`config.mk`:
```
export PLATFORM = sky130hd
export DESIGN_NAME = regfile_wb_arbiter
export DESIGN_NICKNAME = d
export VERILOG_FILES = /design/src/rtl/regfile_wb_arbiter.sv
export SDC_FILE = /design/constraint.sdc
export NUM_CORES = 1
export LEC_CHECK = 0
export CORE_ASPECT_RATIO = 0.5
export CORE_MARGIN = 4
export CORE_UTILIZATION = 35
export CTS_CLUSTER_SIZE = 8
export DETAILED_ROUTE_END_ITERATION = 16
export HOLD_SLACK_MARGIN = 0.02
export PLACE_DENSITY = 0.74
export SLEW_MARGIN = 10
export SYNTH_ARGS = -nofsm -noshare
export SYNTH_HDL_FRONTEND = slang
export SYNTH_SLANG_ARGS = --single-unit
```
`constraint.sdc`:
```
create_clock -name clk -period 1.8 [get_ports clk]
set_input_delay 0.18 -clock clk [delete_from_list [all_inputs] [get_ports clk]]
set_output_delay 0.18 -clock clk [all_outputs]
set_load 0.005 [all_outputs]
```
`src/rtl/regfile_wb_arbiter.sv`:
```
// Shares the register file's single write port between N_REQ write-back requesters.
// Define WB_ARB_RR_EN for round-robin arbitration; otherwise fixed priority (lowest index wins).
module regfile_wb_arbiter #(
  parameter int unsigned N_REQ  = 3,
  parameter int unsigned DATA_W = 32,
  parameter int unsigned ADDR_W = 5
) (
  input  logic                    clk,
  input  logic                    reset_n,
  input  logic [N_REQ-1:0]        req_valid,
  input  logic [N_REQ*ADDR_W-1:0] req_addr,
  input  logic [N_REQ*DATA_W-1:0] req_data,
  output logic [N_REQ-1:0]        req_ready,
  output logic                    reg_write_enable,
  output logic [ADDR_W-1:0]       write_address,
  output logic [DATA_W-1:0]       write_data,
  output logic [31:0]             pending_mask
);

  localparam int unsigned N_REGS = 32;

`ifdef WB_ARB_RR_EN
  localparam int unsigned PTR_W = (N_REQ > 1) ? $clog2(N_REQ) : 1;
  logic [PTR_W-1:0] r_ptr;
  logic [PTR_W-1:0] w_ptr_nxt;
`endif

  logic [ADDR_W-1:0] w_addr [N_REQ];
  logic [DATA_W-1:0] w_data [N_REQ];
  logic [N_REQ-1:0]  w_cand;
  logic [N_REQ-1:0]  w_x0;
  logic [N_REQ-1:0]  w_gnt;
  logic              w_found;
  logic [ADDR_W-1:0] w_gaddr;
  logic [DATA_W-1:0] w_gdata;
  logic [31:0]       w_mask;

  logic              r_we;
  logic [ADDR_W-1:0] r_wa;
  logic [DATA_W-1:0] r_wd;

  // Unpack requester lanes; writes to x0 are acknowledged but never arbitrated
  always_comb begin
    for (int i = 0; i < N_REQ; i++) begin
      w_addr[i] = req_addr[i*ADDR_W +: ADDR_W];
      w_data[i] = req_data[i*DATA_W +: DATA_W];
      w_x0[i]   = req_valid[i] && (w_addr[i] == '0);
      w_cand[i] = req_valid[i] && (w_addr[i] != '0);
    end
  end

  // Pick at most one candidate per cycle
  always_comb begin
    w_gnt   = '0;
    w_found = 1'b0;
    w_gaddr = '0;
    w_gdata = '0;
`ifdef WB_ARB_RR_EN
    w_ptr_nxt = r_ptr;
    // First pass covers indices at/after the pointer, second pass wraps to the low indices
    for (int i = 0; i < N_REQ; i++) begin
      if (!w_found && w_cand[i] && (PTR_W'(i) >= r_ptr)) begin
        w_found   = 1'b1;
        w_gnt[i]  = 1'b1;
        w_gaddr   = w_addr[i];
        w_gdata   = w_data[i];
        w_ptr_nxt = (i + 1 == int'(N_REQ)) ? '0 : PTR_W'(i + 1);
      end
    end
    for (int i = 0; i < N_REQ; i++) begin
      if (!w_found && w_cand[i]) begin
        w_found   = 1'b1;
        w_gnt[i]  = 1'b1;
        w_gaddr   = w_addr[i];
        w_gdata   = w_data[i];
        w_ptr_nxt = (i + 1 == int'(N_REQ)) ? '0 : PTR_W'(i + 1);
      end
    end
`else
    for (int i = 0; i < N_REQ; i++) begin
      if (!w_found && w_cand[i]) begin
        w_found  = 1'b1;
        w_gnt[i] = 1'b1;
        w_gaddr  = w_addr[i];
        w_gdata  = w_data[i];
      end
    end
`endif
  end

  assign req_ready = {N_REQ{reset_n}} & (w_x0 | w_gnt);

  // Output stage drains every cycle; address/data hold while idle
  always_ff @(posedge clk or negedge reset_n) begin
    if (!reset_n) begin
      r_we  <= 1'b0;
      r_wa  <= '0;
      r_wd  <= '0;
`ifdef WB_ARB_RR_EN
      r_ptr <= '0;
`endif
    end else begin
      r_we <= w_found;
      if (w_found) begin
        r_wa <= w_gaddr;
        r_wd <= w_gdata;
      end
`ifdef WB_ARB_RR_EN
      r_ptr <= w_ptr_nxt;
`endif
    end
  end

  // Registers with a write in the output stage or still waiting for a grant
  always_comb begin
    w_mask = '0;
    for (int r = 1; r < int'(N_REGS); r++) begin
      w_mask[r] = r_we && (int'(r_wa) == r);
      for (int i = 0; i < N_REQ; i++) begin
        if (w_cand[i] && (int'(w_addr[i]) == r)) w_mask[r] = 1'b1;
      end
    end
  end

  assign reg_write_enable = r_we;
  assign write_address    = r_wa;
  assign write_data       = r_wd;
  assign pending_mask     = w_mask;

endmodule

```
After elaboration in Yosys (flattened, before gate mapping)
Cells that the tools add are included.

Register bits: 38. Output and inout port bits: 73. Word-level logic and storage cells: 373.

Eq/ne operators: 124. Multiplexer cells: 104. Bitwise logic cells: 2. Reduce and logical (&&, ||, !) cells: 140.

Operator list (number): 5-bit == test (second input constant) (64); 5-bit by 4-bit == test with 1-bit output (second input constant) (32); 1-bit logical AND (132); 1-bit 2-to-1 mux (98); 32-bit 2-to-1 mux (3); 5-bit by 3-bit == test with 1-bit output (second input constant) (16); 5-bit by 2-bit == test with 1-bit output (second input constant) (8); 5-bit by 1-bit == test with 1-bit output (second input constant) (4); 5-bit logical NOT (3); 5-bit 2-to-1 mux (3); 5-bit nonzero test (3); 3-bit AND (1); 3-bit bitwise OR (1); 1-bit logical NOT (2).

Longest topological paths before layout
Gate-level depths: netlist of the first run.

Word-level depth: 11. Gate-level depth with buffers: 8. Gate-level depth less buffers: 4.

Least setup slack after synthesis of the first run
No wires, ideal clock.

Kind: input -> output. Start point: input req_addr[0]. End point: output req_ready[2]. Data arrival time: 1.453 ns. Data required time: 1.620 ns. Setup slack: 0.167 ns. Stages: 8. Cells stage by stage: clkbuf_1 or2_1 clkbuf_1 o41ai_2 buf_4 buf_4 a21oi_1 nor2_1.

Cells in the longest elaborated chain, start to end: 11.

RTL lines: start: declaration (line 11) `input logic [N_REQ*ADDR_W-1:0] req_addr,`; 5-bit nonzero test (*) (line 48) `w_cand[i] = req_valid[i] && (w_addr[i] != '0);`; 1-bit logical AND (*) (line 48); 1-bit 2-to-1 mux (*) (line 81) `if (!w_found && w_cand[i]) begin`; 1-bit logical NOT (line 81); 1-bit logical AND (line 81); 1-bit 2-to-1 mux (*) (line 81); 1-bit logical NOT (*) (line 81); 1-bit logical AND (*) (line 81); 1-bit 2-to-1 mux (*) (line 81); 3-bit bitwise OR (*) (line 91) `assign req_ready = {N_REQ{reset_n}} & (w_x0 | w_gnt);`; 3-bit AND (*) (line 91); end: declaration (line 13) `output logic [N_REQ-1:0] req_ready,`.

Every way passes the cells marked *; elsewhere a longest branch is shown, timed or not.

Worst setup path in the final report of the first run
Start point: register r_wa[3], in the netlist write_address[3]. End point: output pending_mask[22].

Cells in the longest elaborated chain, start to end: 5.

RTL lines: start: declaration (line 39) `logic [ADDR_W-1:0] r_wa;`; start signal: assignment (line 105) `r_wa <= w_gaddr;`; 5-bit == test (line 118) `w_mask[r] = r_we && (int'(r_wa) == r);`; 1-bit logical AND (line 118); 1-bit 2-to-1 mux (3 in series) (line 120) `if (w_cand[i] && (int'(w_addr[i]) == r)) w_mask[r] = 1'b1;`; end: declaration (line 17) `output logic [31:0] pending_mask`.

Every way passes these cells.

==> results.ini, run 1 <==
[routing]
final_antenna_net_count = 0
num_vias = 4959
drt_iter0_drc = 444
wl_mm = 17.3
avgViaCountPerCell = 5.98
firstDrtPassIters = 6
wire_per_inst_um = 20.9
drc = 0

[cts]
cts_made_buffers = 5
cts_tree = done
clkTransAtPathRegs_ps = 60
root_buffer = clkbuf_16
clockBufferDepth = 2
clock_latency_ps = 280
cts.sinks = 38
cts_max_level = 2

[global_route]
grt.met1_usage_pct = 36.7
grt_busiest_layer = met2
grt_start_max_net_pins = 38
track_usage_pct = 28.1
grt_pass1_wl_mm = 26.2
grt-ovfl-total = 0
use_met3_pct = 5.82
antenna_found_initial = 0
grt_pass1_vias = 4669
met2_usage_pct = 47.6

[setup_path]
cp.required_ps = 1620
critPathMaxFanout = 5
critPathKind = reg -> out
start_kind = flop
end_kind = output pin
arrival_ps = 1670

[synth]
synth_fp_nets = 547
yosysSeqAreaShare_pct = 28.2
avgSynthCellArea_sq_um = 7.81
yosysWarningCount = 0
syn_area_sq_um = 3370
synth-seq-cells = 38
syn_inst = 431
ys_types = 45
synth_edf_count = 0
ys.flop_type = dfrtp_1
async_reset_ff_share_pct = 100

[sta]
slew_violations = 0
fmax_mhz = 540
rsz0062_at_grt = yes
period_share_pct = 103
holdWs_ps = 21.2
clock-skew-final_ps = 0
finalWorstSetupSlack_ps = -50.7
finalSetupViolCount = 3
fin_crit_ps = 1850
final-hold-violation-count = 0

[power]
peakVddDrop_v = 0.000506
power_density_nw_per_um2 = 531
leakagePower_uw = 0.00266
power_uw = 3490

[cells_and_area]
antenna_cells = 0
nNetsFinal = 814
final_layout_size_suffix_gt1_share_pct = 32.0
area.growth.synth_to_final_pct = 95.2
layout_commonest_cell = clkdlybuf4s50_1
layout_common_cells = clkdlybuf4s50_1, buf_4, nor2_1

[job]
maxCapViolations = 0

[placement]
dpl.hpwl_mm = 11.9
portBuffers = 187
gp_congestion = 0.977

[die]
coreArea_sq_um = 9040
start_util_pct = 37.3
rows = 24
die_w_um = 147
die_area_sq_um = 11300
fp.dieH_um = 77.4
pin_count = 189

[status]
violations = negative setup slack
outcome = finished with violations

[worst_hold_path]
hold_class = in -> async

==> per-layer routing <==
metal / routed length, um / share of wire, % / vias to the layer above
met5: 0 / 0 / -
met3: 1400 / 8.1 / 61
met4: 514 / 3.0 / 0
li1: - / - / 2218
met2: 8320 / 48 / 297
met1: 7070 / 41 / 2383
==> cell type report <==
cell class	instances	area [sq um]
Clock buffer	5	125
Clock inverter	3	45.0
Fill cell	650	2460
Inverter	6	22.5
Multi-Input combinational cell	341	2510
Sequential cell	38	957
Tap cell	130	163
Timing Repair Buffer	306	2750
==> critical path, cell delays in order, from the launching register on <==
cell	delay, ps
dfrtp_2	430
buf_6	140
nand4b_1	300
buf_4	230
o221ai_2	140
buf_2	150
==> power breakdown <==
group,internal [uW],switching [uW]
registers,946,61.8
logic,798,650
clock network,654,378
==> synth_stat cells (3+ instances only) <==
master | count | share of area (%)
a21oi_1 | 39 | 5.8
a311oi_1 | 36 | 9.4
o221ai_1 | 25 | 6.5
and2_1 | 5 | 0.93
nand3_1 | 5 | 0.74
buf_4 | 4 | 0.89
nand4b_1 | 4 | 1.0
nor3_1 | 5 | 0.74
inv_1 | 6 | 0.67
nor2_1 | 56 | 6.2
o2bb2ai_1 | 36 | 9.4
nand4_1 | 3 | 0.56
o211ai_1 | 4 | 0.89
buf_2 | 7 | 1.0
a22oi_1 | 20 | 4.5
nand2_1 | 50 | 5.6
nor2b_1 | 11 | 2.0
buf_6 | 4 | 1.3
dfrtp_1 | 38 | 28
clkbuf_1 | 30 | 3.3
nand2b_1 | 10 | 1.9
==> cell families after synthesis <==
logic type / share of synthesized area (%)
AO/OA/AOI/OAI: 40.7
buffers and inverters: 7.39
flip-flops: 28.2
other: 0.111
AND/OR/NAND/NOR: 23.6
==> state kept, by name, summed over array words and instances (netlist names) <==
name,flops
reg_write_enable,1
write_address,5
write_data,32
==> what timing repair did <==
| item | in CTS | in global routing |
|---|---|---|
| hold endpoints to repair | 5 | 0 |
| setup endpoints to repair | 66 | 69 |
| resized for setup | 168 | 38 |
| gates cloned | 0 | 3 |
| pin swaps | 21 | 16 |
| buffers inserted | 24 | 12 |
| hold buffers | 1 | 0 |
==> stage by stage <==
step	area [sq um]	util, %	TNS [ps]	cells	worst slack [ps]
after CTS	6390	70.7	-38.1	815	-25.0
after detailed placement	5840	64.6	-23860	782	-455
after floorplan	3370	-	0	431	167
after global placement	5840	64.6	-22920	782	-420
after global routing	6570	72.7	-660	829	-137
final	6570	72.7	-83.0	829	-50.7
==> worst paths after layout <==
kind,startpoint,end,slack (ps),cells after the start
max,write_address[3],pending_mask[22],-50,5
min,reset_n,write_data[26],20,2
max reg2reg,write_address[4],write_address[4],560,3
min reg2reg,write_data[4],write_data[4],490,1
max in group asynchronous,reset_n,write_data[21],1160,2
min in group clk,req_addr[6],write_address[1],420,4
Power figures use the tool's default switching activity.
==> run 2, diff against run 1 <==
==> constraint.sdc (replaced) <==
create_clock -name clk -period 1.8 [get_ports clk]
set_input_delay 0.18 -clock clk [delete_from_list [all_inputs] [get_ports clk]]
set_output_delay 0.18 -clock clk [all_outputs]
set_load 0.02 [all_outputs]
==> run 2 against run 1 <==
Against the previous run: the run now ends clean; largest cell class unchanged; critical path depth up 2; worst setup slack improved by 59 ps; total power increased by 2.5%; clock skew unchanged; combinational power increased by 12%; maximum frequency is 3.3% higher; sequential share of layout area about the same.
==> results.ini, run 2 (synthesis results as in run 1) <==
[status]
outcome = finished, final reports clean

[setup_path]
end_kind = flop
cp.depth = 7  ; +2
critPathMaxStageDelay_ps = 410  ; -20 ps
path_cells = dlygate4sd2_1 -> or2_4 -> o41a_1 -> buf_12 -> buf_4 -> a311oi_1 -> o2bb2ai_1
reg2reg_to = write_address[4]
r2r_slack_ps = 700  ; +140 ps
setup.worst_path.start = req_addr[10]
start_kind = input pin
ff2ff_path_depth = 3  ; unchanged
critical_path.endpoint = write_data[14]
critPathKind = in -> reg
crit_family = compound AO/OA/AOI/OAI gates
r2r-start = write_address[4]
critPathBufInv = 3  ; unchanged
critPathMaxFanout = 6  ; +1
arrival_ps = 1950  ; +280 ps
crit_slowest_cell = o41a_1
cp.required_ps = 1960  ; +340 ps

[cells_and_area]
antenna_cells = 0  ; unchanged
final_layout_size_suffix_gt1_share_pct = 31.3  ; -0.70 points
fin_cells = 816  ; -1.6%
largest_reg_flops = 32  ; unchanged
nNetsFinal = 801  ; -1.6%
layout_commonest_cell = clkdlybuf4s50_1
layout_common_cells = clkdlybuf4s50_1, buf_4, nor2_1
area.growth.synth_to_final_pct = 95.7

[routing]
avgViaCountPerCell = 6.06  ; +1.3%
final_antenna_net_count = 0  ; unchanged
num_vias = 4946  ; -0.26%
wire_per_inst_um = 21.8  ; +4.3%
firstDrtPassIters = 6  ; unchanged
drc = 0  ; unchanged
wl_mm = 17.8  ; +2.7%
drt_iter0_drc = 420  ; -5.4%

[die]
coreArea_sq_um = 9040  ; unchanged
start_util_pct = 37.3  ; unchanged
pin_count = 189  ; unchanged
fp.dieH_um = 77.4  ; unchanged
rows = 24  ; unchanged
die_w_um = 147  ; unchanged
die_area_sq_um = 11300  ; unchanged

[cts]
clockBufferDepth = 2  ; unchanged
clock_latency_ps = 280  ; about the same
root_buffer = clkbuf_16
clkTransAtPathRegs_ps = 60  ; about the same
cts.sinks = 38  ; unchanged
cts_max_level = 2  ; unchanged
cts_tree = done
cts_made_buffers = 5  ; unchanged

[placement]
portBuffers = 187  ; unchanged
dpl.hpwl_mm = 11.7  ; -1.6%
place_inst = 784  ; +0.26%
gp_congestion = 0.918  ; -6.1%

[sta]
final-hold-violation-count = 0  ; unchanged
finalSetupViolCount = 0  ; -3
holdWs_ps = 269  ; +248 ps
rsz0062_at_grt = yes
clock-skew-final_ps = 0  ; unchanged
period_share_pct = 99.6  ; -3.3 points
fin_crit_ps = 1790  ; -58.6 ps
fmax_mhz = 558  ; +3.3%
slew_violations = 0  ; unchanged

[worst_hold_path]
hold_class = in -> async

[global_route]
grt_pass1_vias = 4702  ; +0.71%
grt_start_max_net_pins = 38  ; unchanged
antenna_found_initial = 0  ; unchanged
grt-ovfl-total = 0  ; unchanged
track_usage_pct = 28.6  ; +0.57 points
grt_pass1_wl_mm = 26.6  ; +1.3%

[power]
power_uw = 3580  ; +2.5%
leakagePower_uw = 0.00265  ; -0.52%
power_density_nw_per_um2 = 543  ; +2.3%
peakVddDrop_v = 0.000401  ; -21%

[job]
maxCapViolations = 0  ; unchanged

[run 2: changes by cell type in the layout (fill, tap and decap cells not counted), sizes merged]
| cell | before | now |
|---|---|---|
| clkbuf | 18 | 7 |
| clkdlybuf4s15 | 8 | 1 |
| buf | 130 | 135 |
| bufbuf | 0 | 3 |
| dlygate4sd2 | 15 | 12 |
| bufinv | 1 | 0 |
| clkdlybuf4s50 | 135 | 136 |
| clkinv | 0 | 1 |
| clkinvlp | 2 | 1 |
[run 2: how the worst min path moves through the flow]
stage	start	end	slack (ps)	cells after the start
after floorplan	reset_n	reg_write_enable	-120	0
after global placement	reset_n	write_address[4]	20	1
after detailed placement	reset_n	write_address[4]	20	1
after CTS	reset_n	write_data[19]	260	2
after global routing	reset_n	write_data[19]	290	2
final	reset_n	write_data[19]	270	2
[run 2: layout make-up]
class | instances | area, sq um
well taps | 130 | 163
clock inverters | 2 | 12.5
repair buffers | 293 | 2810
flip-flops and latches | 38 | 956
inverters | 6 | 22.5
fillers | 688 | 2450
multi-input cells | 341 | 2490
clock buffers | 6 | 139
[run 2: what timing repair did]
action                                 4_1_cts  5_1_grt
setup buffers                                8       10
gates resized for setup                    224       59
setup endpoints to repair                   72       68
pin swaps                                    7       12
endpoints found under the hold margin       10        0
gates cloned                                 4        1
hold buffers                                 1        0
[run 2: through the flow]
stage | cell area [sq um] | TNS, ps | worst slack (ps) | util, %
after global routing | 6590 | -291 | -51.3 | 72.9
after floorplan | 3370 | -84.5 | -28.2 | -
after detailed placement | 5860 | -32480 | -578 | 64.8
after CTS | 6240 | -7.64 | -7.64 | 69.1
final | 6590 | 0 | 7.83 | 72.9
after global placement | 5860 | -30870 | -544 | 64.8
[run 2: routing by layer]
metal,GRT usage [%],vias up,part of all wire (%)
met2,47.5,297,48
li1,-,2191,-
met5,0,-,0
met1,38.0,2392,40
met4,9.94,0,3.5
met3,5.18,66,8.0
[run 2: report_power, final]
part	internal [uW]	leakage (uW)	total [uW]	switching, uW
combinational	829	0.00214	1630	806
sequential	946	0.000430	1020	70.4
clock	549	0.0000729	926	377
